$ cat config.mk
export PLATFORM = sky130hd
export DESIGN_NAME = game_ctrl
export DESIGN_NICKNAME = d
export VERILOG_FILES = /design/src/rtl/game_pkg.sv /design/src/rtl/game_ctrl_btn_edge.sv /design/src/rtl/game_ctrl.sv
export SDC_FILE = /design/constraint.sdc
export NUM_CORES = 1
export LEC_CHECK = 0
export ABC_AREA = 1
export BUFFER_PORTS_ARGS = -buffer_cell sky130_fd_sc_hd__buf_2
export CORE_MARGIN = 5
export CORE_UTILIZATION = 50
export CTS_BUF_LIST = sky130_fd_sc_hd__clkbuf_8
export DETAILED_ROUTE_END_ITERATION = 8
export PLACE_DENSITY = 0.72
export SLEW_MARGIN = 5
export SYNTH_ARGS = -nofsm -noshare
export SYNTH_HDL_FRONTEND = slang
export SYNTH_SLANG_ARGS = --single-unit
$ cat constraint.sdc
create_clock -name clk -period 3.1 [get_ports clk]
set_input_delay 0.155 -clock clk [delete_from_list [all_inputs] [get_ports clk]]
set_output_delay 0.155 -clock clk [all_outputs]
set_load 0.02 [all_outputs]
$ cat src/rtl/game_pkg.sv
// Shared types and helpers for the brick-breaker game sequencer.
package game_pkg;

    localparam int NUM_BRICKS = 6;
    localparam int PC_W       = $clog2(NUM_BRICKS + 1);

    localparam logic [NUM_BRICKS-1:0] ALL_BRICKS = {NUM_BRICKS{1'b1}};

    typedef enum logic [2:0] {
        IDLE  = 3'd0,
        SERVE = 3'd1,
        PLAY  = 3'd2,
        LOST  = 3'd3,
        WAIT  = 3'd4,
        OVER  = 3'd5,
        WON   = 3'd6
    } game_state_e;

    function automatic logic [PC_W-1:0] popcount(input logic [NUM_BRICKS-1:0] v);
        logic [PC_W-1:0] c;
        c = '0;
        for (int i = 0; i < NUM_BRICKS; i++) begin
            c = c + PC_W'(v[i]);
        end
        return c;
    endfunction

endpackage

$ cat src/rtl/game_ctrl_btn_edge.sv
// Rising-edge detector for the already-synchronised start key.
module btn_edge (
    input  logic clk,
    input  logic rst,
    input  logic btn,
    output logic press
);

    logic btn_q;

    always_ff @(posedge clk or negedge rst) begin
        if (!rst) begin
            btn_q <= 1'b0;
        end else begin
            btn_q <= btn;
        end
    end

    // One-cycle pulse: a held key yields a single press.
    assign press = btn & ~btn_q;

endmodule

$ cat src/rtl/game_ctrl.sv
// Game-level sequencer: bricks, lives, score and serve timing for the ball engine.
module game_ctrl
    import game_pkg::*;
#(
    parameter int NUM_BRICKS       = game_pkg::NUM_BRICKS,
    parameter int LIVES_INIT       = 3,
    parameter int SERVE_DELAY      = 25000000,
    parameter int SCORE_W          = 8,
    parameter int POINTS_PER_BRICK = 1
) (
    input  logic                  clk,
    input  logic                  rst,
    input  logic                  start_btn,
    input  logic [NUM_BRICKS-1:0] brick_hit,
    input  logic                  ball_lost,
    output logic                  ball_start,
    output logic                  ball_rst_n,
    output logic [NUM_BRICKS-1:0] bricks_exist,
    output logic [1:0]            lives,
    output logic [SCORE_W-1:0]    score,
    output logic [2:0]            state,
    output logic                  game_over,
    output logic                  game_won
);

    localparam int          CNT_W     = (SERVE_DELAY > 1) ? $clog2(SERVE_DELAY) : 1;
    localparam logic [CNT_W-1:0] CNT_LAST = CNT_W'(SERVE_DELAY - 1);
    localparam logic [31:0] SCORE_MAX = (32'd1 << SCORE_W) - 32'd1;

    game_state_e             state_reg, state_next;
    logic [NUM_BRICKS-1:0]   bricks_reg, bricks_next;
    logic [1:0]              lives_reg, lives_next;
    logic [SCORE_W-1:0]      score_reg, score_next;
    logic [CNT_W-1:0]        cnt_reg, cnt_next;
    logic                    ball_start_reg, ball_rst_n_reg, game_over_reg, game_won_reg;
    logic                    press;
    logic [NUM_BRICKS-1:0]   eff_hit, remain;
    logic [31:0]             score_sum;

    btn_edge u_btn_edge (
        .clk   (clk),
        .rst   (rst),
        .btn   (start_btn),
        .press (press)
    );

    assign eff_hit   = brick_hit & bricks_reg;
    assign remain    = bricks_reg & ~brick_hit;
    assign score_sum = 32'(score_reg) + 32'(popcount(eff_hit)) * 32'(POINTS_PER_BRICK);

    always_comb begin
        state_next  = state_reg;
        bricks_next = bricks_reg;
        lives_next  = lives_reg;
        score_next  = score_reg;
        cnt_next    = cnt_reg;

        case (state_reg)
            IDLE: state_next = SERVE;
            SERVE: begin
                if (press) state_next = PLAY;
            end
            PLAY: begin
                bricks_next = remain;
                score_next  = (score_sum > SCORE_MAX) ? SCORE_W'(SCORE_MAX) : SCORE_W'(score_sum);
                // Clearing the last brick wins even if the ball is lost the same cycle.
                if (remain == '0) begin
                    state_next = WON;
                end else if (ball_lost) begin
                    if (lives_reg <= 2'd1) begin
                        lives_next = 2'd0;
                        state_next = OVER;
                    end else begin
                        lives_next = lives_reg - 2'd1;
                        state_next = LOST;
                    end
                end
            end
            LOST: begin
                cnt_next   = '0;
                state_next = WAIT;
            end
            WAIT: begin
                if (cnt_reg == CNT_LAST) begin
                    state_next = SERVE;
                end else begin
                    cnt_next = cnt_reg + 1'b1;
                end
            end
            OVER, WON: begin
                if (press) state_next = IDLE;
            end
            default: state_next = IDLE;
        endcase

        // Reinitialise on every entry into IDLE so the new game starts clean.
        if (state_next == IDLE) begin
            bricks_next = ALL_BRICKS;
            lives_next  = 2'(LIVES_INIT);
            score_next  = '0;
        end
    end

    always_ff @(posedge clk or negedge rst) begin
        if (!rst) begin
            state_reg      <= IDLE;
            bricks_reg     <= ALL_BRICKS;
            lives_reg      <= 2'(LIVES_INIT);
            score_reg      <= '0;
            cnt_reg        <= '0;
            ball_start_reg <= 1'b0;
            ball_rst_n_reg <= 1'b1;
            game_over_reg  <= 1'b0;
            game_won_reg   <= 1'b0;
        end else begin
            state_reg      <= state_next;
            bricks_reg     <= bricks_next;
            lives_reg      <= lives_next;
            score_reg      <= score_next;
            cnt_reg        <= cnt_next;
            // Decoded from the next state so the flags line up with the state they describe.
            ball_start_reg <= (state_next == PLAY);
            ball_rst_n_reg <= !((state_next == IDLE) || (state_next == LOST));
            game_over_reg  <= (state_next == OVER);
            game_won_reg   <= (state_next == WON);
        end
    end

    assign ball_start   = ball_start_reg;
    assign ball_rst_n   = ball_rst_n_reg;
    assign bricks_exist = bricks_reg;
    assign lives        = lives_reg;
    assign score        = score_reg;
    assign state        = state_reg;
    assign game_over    = game_over_reg;
    assign game_won     = game_won_reg;

endmodule

Word-level counts from Yosys, hierarchy flattened --
Index checks and enable logic that the tools add are counted.
Word-level totals: bits in registers 49, bits of input ports 10, output and inout port bits 23, word-level logic and storage cells 68
Cells by class: equal/unequal tests 13, bitwise operators 5, reduce and logical (&&, ||, !) cells 11, $add $sub $neg 8, order comparisons 2, mux-type cells 19
Operators by type and width (number):
- case mux 25 bit (2 select lines) | 1
- adder 25 x 1 -> 25 bit (second input constant) | 1
- equality test 25 bit (second input constant) | 1
- two-way mux 25 bit | 1
- two-way mux 8 bit | 3
- two-way mux 3 bit | 6
- case mux 3 bit (6 select lines) | 1
- equality test 3 bit (second input constant) | 5
- AND 6 bit | 2
- equality test 3 x 2 -> 1 bit (second input constant) | 4
- two-way mux 6 bit | 2
- two-way mux 2 bit | 5
- adder 3 x 1 -> 3 bit | 3
- adder 8 x 3 -> 9 bit | 1
- > comparator 9 x 8 -> 1 bit (second input constant) | 1
- zero test 3 bit | 2
- zero test 6 bit | 1
- inverter 6 bit | 1
- nonzero test 2 bit | 3
- adder 2 x 1 -> 3 bit | 1
- equality test 3 x 1 -> 1 bit (second input constant) | 1
- AND reduction 3 bit | 1
- adder 1 x 1 -> 2 bit | 1
- less-or-equal comparator 2 x 1 -> 1 bit (second input constant) | 1
- other kinds (9) | 9

Longest topological paths before layout --
Gate-level depths: netlist of the first run.
depth in word-level cells 11, mapped depth 14

Hierarchy --
From an unflattened synthesis of the first run, not the netlist that was laid out.
Second synthesis, totals: cell total of the unflattened synthesis 391, area, all modules 3007.9 um2
Modules (own cells, without submodules):
- game_ctrl | cells each 388, area an instance 2972.9 um2, sequential area each 1212.4 um2, times used 1
- btn_edge | cells each 3, area an instance 35.0 um2, sequential area each 25.0 um2, times used 1

Worst setup path after synthesis of the first run --
OpenSTA, ideal clock, no wires.
path kind register -> register, start point register bricks_reg[0], in the netlist bricks_exist[0], end point register score_reg[7], in the netlist score[7], cell stages (with the launch flop) 15, arrival time 3.083 ns, setup time 0.130 ns, clock period less this slack 3.213 ns, required time 2.970 ns, setup slack -0.113 ns, buffers on the path 0, path through dfstp_2 > nand2_1 > inv_1 > fa_1 > fa_1 > fa_1 > fa_1 > nand2_1 > nand2_1 > nand2_1 > inv_1 > nand2_1 > inv_1 > nor4_1 > nor3b_1
Between the ends: longest elaborated chain between the ends 11, elaborated cells on any way between the ends 17, those cells by class 6 x add/sub; 1 x order compare; 5 x mux; 2 x bitwise; 3 x reduce/logical
Ends and longest elaborated chain:
- from (decl) | line game_ctrl.sv:31 | logic [NUM_BRICKS-1:0] bricks_reg, bricks_next;
- from (signal assigned) | line game_ctrl.sv:117 | bricks_reg <= bricks_next;
- AND 6 bit | line game_ctrl.sv:47 | assign eff_hit = brick_hit & bricks_reg;
- adder 1 x 1 -> 2 bit | line game_pkg.sv:23 | c = c + PC_W'(v[i]);
- adder 2 x 1 -> 3 bit | line game_pkg.sv:23
- adder 3 x 1 -> 3 bit (3 in a row) | line game_pkg.sv:23
- adder 8 x 3 -> 9 bit | line game_ctrl.sv:49 | assign score_sum = 32'(score_reg) + 32'(popcount(eff_hit)) * 32'(POINTS_PER_BRICK);
- > comparator 9 x 8 -> 1 bit | line game_ctrl.sv:65 | score_next = (score_sum > SCORE_MAX) ? SCORE_W'(SCORE_MAX) : SCORE_W'(score_sum);
- two-way mux 8 bit | line game_ctrl.sv:65
- two-way mux 8 bit | line game_ctrl.sv:58 | case (state_reg)
- two-way mux 8 bit | line game_ctrl.sv:97 | if (state_next == IDLE) begin
- to (signal assigned) | line game_ctrl.sv:119 | score_reg <= score_next;
- to (decl) | line game_ctrl.sv:33 | logic [SCORE_W-1:0] score_reg, score_next;
Parallel ways exist; a longest one is shown, timed or not. The select of a mux whose other input is x is not followed. A chain may end at the register's enable or synchronous reset.

Final worst setup path of the first run --
Ends and elaborated chain as after synthesis.

==> flow_summary.toml, run 1 <==
[die]
ios = 33
std_cell_rows = 28
die_area_mm2 = 0.007593
fp.dieW_um = 87.14
die_y_um = 87.14
core-area_mm2 = 0.005851
initial_core_util_pct = 50.86

[clock_tree]
h-tree-depth = 2
cts_buffers = 5
cts_root_buf = "clkbuf_8"
cts_tree = "done"
cts.sinks = 49
clk_latency_ns = 0.30
ctsLongestPathBuffers = 2
clk_pin_slew_worst_paths_ns = 0.09

[critical_path]
arrival_ns = 3.17
start_kind = "flip-flop"
critPathMaxFanout = 4
end_kind = "flip-flop"
critPathKind = "reg -> reg"
required_ns = 3.29

[sta]
fin_crit_sh_pct = 96.12
tightest_slew_ns = 0.7118
hold_violations = 0
rsz0062_at_grt = "yes"
tns_ns = 0
whs_ns = 0.1748
setup_violations = 0
fmax_mhz = 335.6
slew_headroom_pct = 52.55
skew_ns = 0.006447
period_minus_slack_ns = 2.980
drv_slew = 0

[placed_design]
gp_congestion = 0.9509
dp.final_hpwl_mm = 5.171
io_buffers = 32

[synth]
synth-seq-cells = 49
synthCells = 394
synth_area_per_cell_um2 = 7.552
synth_fp_nets = 412
yosys_warnings = 0
synth.distinct_cells = 34
synth_area_mm2 = 0.002975
synth_edf_count = 0
synth-main-ff-cell = "dfrtp_1"
ys_async_sr_fraction_pct = 100.0
seq_area_frac_synth_pct = 41.59

[global_route]
grt_overflow_total = 0
grt_usage_pct = 20.19
grt_pass1_vias = 2598
grt_antenna_before_repair = 0
grt_pass1_wl_mm = 12.07
grt_max_degree = 32

[final_layout]
largest_reg_flops = 25
final_common_cell = "nand2_1"
multi_input_area_mm2 = 0.001526
final_cell_mix = "nand2_1 (104), inv_1 (49), nor2_1 (42), dfrtp_1 (40), buf_2 (32)"
regArea_mm2 = 0.001237
diodes = 0
final_nets = 452
utilization_pct = 57.96
drive_gt1_share_pct = 17.01
area_growth_syn_to_layout_pct = 13.96
fillCellCount = 519

[route]
num_vias = 2605
antenna_left = 0
routed_via_density = 5.108
routedWlPerCell_um = 13.37
drt_iter0_markers = 160
drc = 0
wirelength_mm = 6.820
drt_first_pass_iters = 6

[power]
power.leakage_uw = 0.001668
combPwrFrac_pct = 40.9
p_sw_uw = 965.3
powerDensity_mw_per_mm2 = 705.6
p_clk_share_pct = 22.7
swShare_pct = 40.35
irDropWorstVdd_mv = 0.5139
power_frac_seq_pct = 36.4
p_int_uw = 1427

[run_status]
status = "finished, final reports clean"

[min_path]
min_path_type = "in -> reg"

[job]
cap_violations = 0
## worst max-delay path: stages, from the launching register on
cell	delay [ns]
dfstp_2	0.56
nand2_2	0.05
inv_2	0.05
fa_1	0.42
fa_1	0.46
fa_2	0.37
fa_2	0.36
nand2_1	0.07
nand2_1	0.04
nand2_1	0.07
inv_1	0.05
nand2_2	0.07
inv_1	0.06
nor4_2	0.13
nor3b_1	0.09
## layout make-up
type | instances | area share, %
Clock buffer | 5 | 2.030
Clock inverter | 3 | 1.919
Inverter | 53 | 6.015
Multi-Input combinational cell | 289 | 45.02
Sequential cell | 49 | 36.49
Tap cell | 75 | 2.768
Timing Repair Buffer | 36 | 5.756
## cells by family (layout without fill, tap and decap cells)
| logic type | Yosys count | count (layout) | share of synthesized area [%] |
|---|---|---|---|
| adders and majority gates | 8 | 8 | 4.374 |
| AOI/OAI and AO/OA | 49 | 49 | 9.084 |
| xor gates and xnor gates | 17 | 17 | 5.004 |
| buffers and inverters | 56 | 97 | 7.737 |
| DFF | 49 | 49 | 41.59 |
| and+or+nand+nor | 215 | 215 | 32.21 |
## power by group through the flow
stage               clock [uW]  combinational [uW]  sequential (uW)
floorplan                    0                 595              981
global placement             0                 936              878
detailed placement           0                 966              880
CTS                        553                 969              869
global route               586                1110              887
finish                     542                 979              871
## stage by stage
stage | std cells | instance area (um^2) | setup slack (ns) | power [uW]
floorplan | 394 | 2980 | 0.04693 | 1576
global placement | 499 | 3216 | 0.04273 | 1814
detailed placement | 499 | 3216 | -0.02792 | 1845
CTS | 509 | 3369 | 0.02770 | 2391
global route | 510 | 3391 | -0.02538 | 2582
finish | 510 | 3391 | 0.1204 | 2393
## per-layer routing
metal | GRT usage, % | vias to the layer above | share of wire, %
met5 | 0 | - | 0
met1 | 27.47 | 1196 | 46
met3 | 4.257 | 6 | 5.1
met2 | 33.06 | 62 | 47
met4 | 4.881 | 0 | 1.1
li1 | - | 1341 | -
## path summary, 6_finish.rpt
check / from / endpoint / slack [ns] / cells after the start
setup / recovery: bricks_exist[0] / score[7] / 0.12 / 14
hold / removal: brick_hit[2] / bricks_exist[2] / 0.17 / 4
setup reg to reg: bricks_exist[0] / score[7] / 0.12 / 14
hold reg to reg: bricks_exist[2] / bricks_exist[2] / 0.50 / 2
max in group asynchronous: rst / ball_rst_n / 1.89 / 3
min in group asynchronous: rst / cnt_reg[14] / 0.44 / 2
## synth_stat cells, types with 2 or more instances
cell type    n  share of area, %
o21ai_0     21               3.5
nor4_1       2              0.42
inv_4        2              0.42
inv_1       50               6.3
xor2_1      13               3.8
dfstp_2      9               7.9
fa_1         4               2.7
nand2_4      2              0.76
o22ai_1      3              0.63
a21oi_1     16               2.7
nand2_1    106                13
nand3b_1     4               1.0
o31ai_1      5               1.3
buf_6        2              0.76
nor2_1      43               5.4
nor2_2       2              0.42
nor3_1      12               2.0
nand2_2      6               1.3
ha_1         4               1.7
xnor2_1      4               1.2
dfrtp_1     40                34
nand4_1      4              0.84
nand3_1     29               4.9
## timing repair
action	CTS	global route
setup endpoints to repair	4	7
gates resized for setup	0	6
hold buffers	2	0
cloned	0	0
pin swaps	1	1
hold endpoints to repair	23	0
buffers inserted	0	1
No activity file was read; power rests on OpenSTA's default activity.
==> inputs of run 2 (changes only) <==
--- a/config.mk
+++ b/config.mk
@@ -11,7 +11,7 @@
 export CORE_UTILIZATION = 50
 export CTS_BUF_LIST = sky130_fd_sc_hd__clkbuf_8
 export DETAILED_ROUTE_END_ITERATION = 8
-export PLACE_DENSITY = 0.72
+export PLACE_DENSITY_LB_ADDON = 0.2
 export SLEW_MARGIN = 5
 export SYNTH_ARGS = -nofsm -noshare
 export SYNTH_HDL_FRONTEND = slang
==> run 2 against run 1 <==
- die area did not move
- hold slack barely moved
- cell count is 0.98% higher
- global-route usage down 0.18 points
- flip-flop and latch count stayed put
- sequential power shrank 0.6%
- cell area up 2.1%
- via count rose by 1.4%
- count of clock-buffer cells in the layout stayed put
- wire length increased by 0.70%
- critical path type unchanged
- largest cell class unchanged
- highest routed layer unchanged
==> flow_summary.toml, run 2 (same netlist as run 1, synthesis figures left out) <==
[critical_path]
start_kind = "flip-flop"
arrival_ns = 3.17
critPathKind = "reg -> reg"
required_ns = 3.29
end_kind = "flip-flop"
critPathMaxFanout = 2

[global_route]
grt_overflow_total = 0
grt_antenna_before_repair = 0
grt_max_degree = 32
grt_pass1_vias = 2663
grt_usage_pct = 20.02
grt_pass1_wl_mm = 12.19

[final_layout]
final_nets = 457
multi_input_area_mm2 = 0.001558
stdcell_area_mm2 = 0.003463
largest_reg_flops = 25
final_cell_mix = "nand2_1 (102), inv_1 (46), nor2_1 (41), dfrtp_1 (40), buf_2 (32)"
drive_gt1_share_pct = 20.00
final_cells = 515
utilization_pct = 59.20
regArea_mm2 = 0.001237
area_growth_syn_to_layout_pct = 16.40
fillCellCount = 534
diodes = 0
final_common_cell = "nand2_1"

[job]
cap_violations = 0

[die]
die_area_mm2 = 0.007593
core-area_mm2 = 0.005851
ios = 33
initial_core_util_pct = 50.86
fp.dieW_um = 87.14
die_y_um = 87.14
std_cell_rows = 28

[clock_tree]
cts_root_buf = "clkbuf_8"
cts_buffers = 5
cts.sinks = 49
clk_pin_slew_worst_paths_ns = 0.09
cts_tree = "done"
clk_latency_ns = 0.30
h-tree-depth = 2
ctsLongestPathBuffers = 2

[route]
wirelength_mm = 6.868
num_vias = 2641
drc = 0
drt_iter0_markers = 173
drt_first_pass_iters = 4
routed_via_density = 5.128
routedWlPerCell_um = 13.34
antenna_left = 0

[sta]
skew_ns = 0.008780
drv_slew = 0
hold_violations = 0
rsz0062_at_grt = "yes"
fmax_mhz = 334.8
period_minus_slack_ns = 2.987
setup_violations = 0
tightest_slew_ns = 0.7058
fin_crit_sh_pct = 96.34
tns_ns = 0
slew_headroom_pct = 52.94

[placed_design]
placed_area_mm2 = 0.003231
post-place-cells = 501
gp_congestion = 0.9124
io_buffers = 32
dp.final_hpwl_mm = 5.268

[power]
powerDensity_mw_per_mm2 = 702.3
power.leakage_uw = 0.001704
irDropWorstVdd_mv = 0.6038

[run_status]
status = "finished, final reports clean"

[min_path]
min_path_type = "in -> reg"
==> run 2: cell count changes in the layout (fill, tap and decap cells not counted), sizes merged <==
| cell | change |
|---|---|
| buf | +5 |
==> run 2: worst max-delay path: stages, from the launching register on <==
cell and delay [ns]:
dfstp_2 0.54, nand2_2 0.05, inv_2 0.06, fa_1 0.43, fa_1 0.47, fa_2 0.39
fa_2 0.35, nand2_1 0.06, nand2_1 0.06, nand2_2 0.07, buf_4 0.11, nor2_2 0.04
a31oi_1 0.17, nor3_2 0.07
==> run 2: final timing paths <==
check                           startpoint         endpoint  slack, ns  cells past startpoint
max in group asynchronous              rst  bricks_exist[4]       1.89                      3
setup / recovery           bricks_exist[0]         score[6]       0.11                     13
setup reg to reg           bricks_exist[0]         score[6]       0.11                     13
min in group asynchronous              rst       cnt_reg[7]       0.43                      2
hold reg to reg            bricks_exist[1]  bricks_exist[1]       0.50                      2
hold / removal                brick_hit[1]  bricks_exist[1]       0.17                      4
==> run 2: layout make-up <==
class / count / share of cell area [%]
tap: 75 / 2.710
clock inverter: 3 / 1.879
inverter: 53 / 5.889
multi-input combinational: 289 / 44.98
timing repair buffer: 41 / 6.828
sequential: 49 / 35.73
clock buffer: 5 / 1.987
==> run 2: power by group <==
part	switching [uW]	internal (uW)
clock network	219	321
registers	91.5	775
logic	667	359
total	978	1450
==> run 2: routing by layer <==
layer  share of wire [%]  GRT usage [%]  wire length, um  up-vias
met4                 1.7          5.579              117        0
met2                  46          32.44             3182       61
li1                    -              -                -     1349
met1                  46          27.55             3185     1218
met5                   0              0                0        -
met3                 5.6          3.690              382       13
==> run 2: metrics by stage <==
stage	setup WS [ns]	hold slack (ns)	total power, uW
floorplan	0.04693	-0.1406	1576
global placement	0.04653	0.2483	1834
detailed placement	-0.03094	0.2523	1858
CTS	-0.002788	0.1751	2437
global route	-0.01233	0.1956	2606
finish	0.1133	0.1748	2432
==> run 2: timing repair <==
item / in CTS / in global routing
setup endpoints to repair: 3 / 8
hold buffers: 2 / 0
resized for setup: 6 / 14
setup buffers: 4 / 0
pin swaps: 7 / 11
endpoints found under the hold margin: 24 / 0
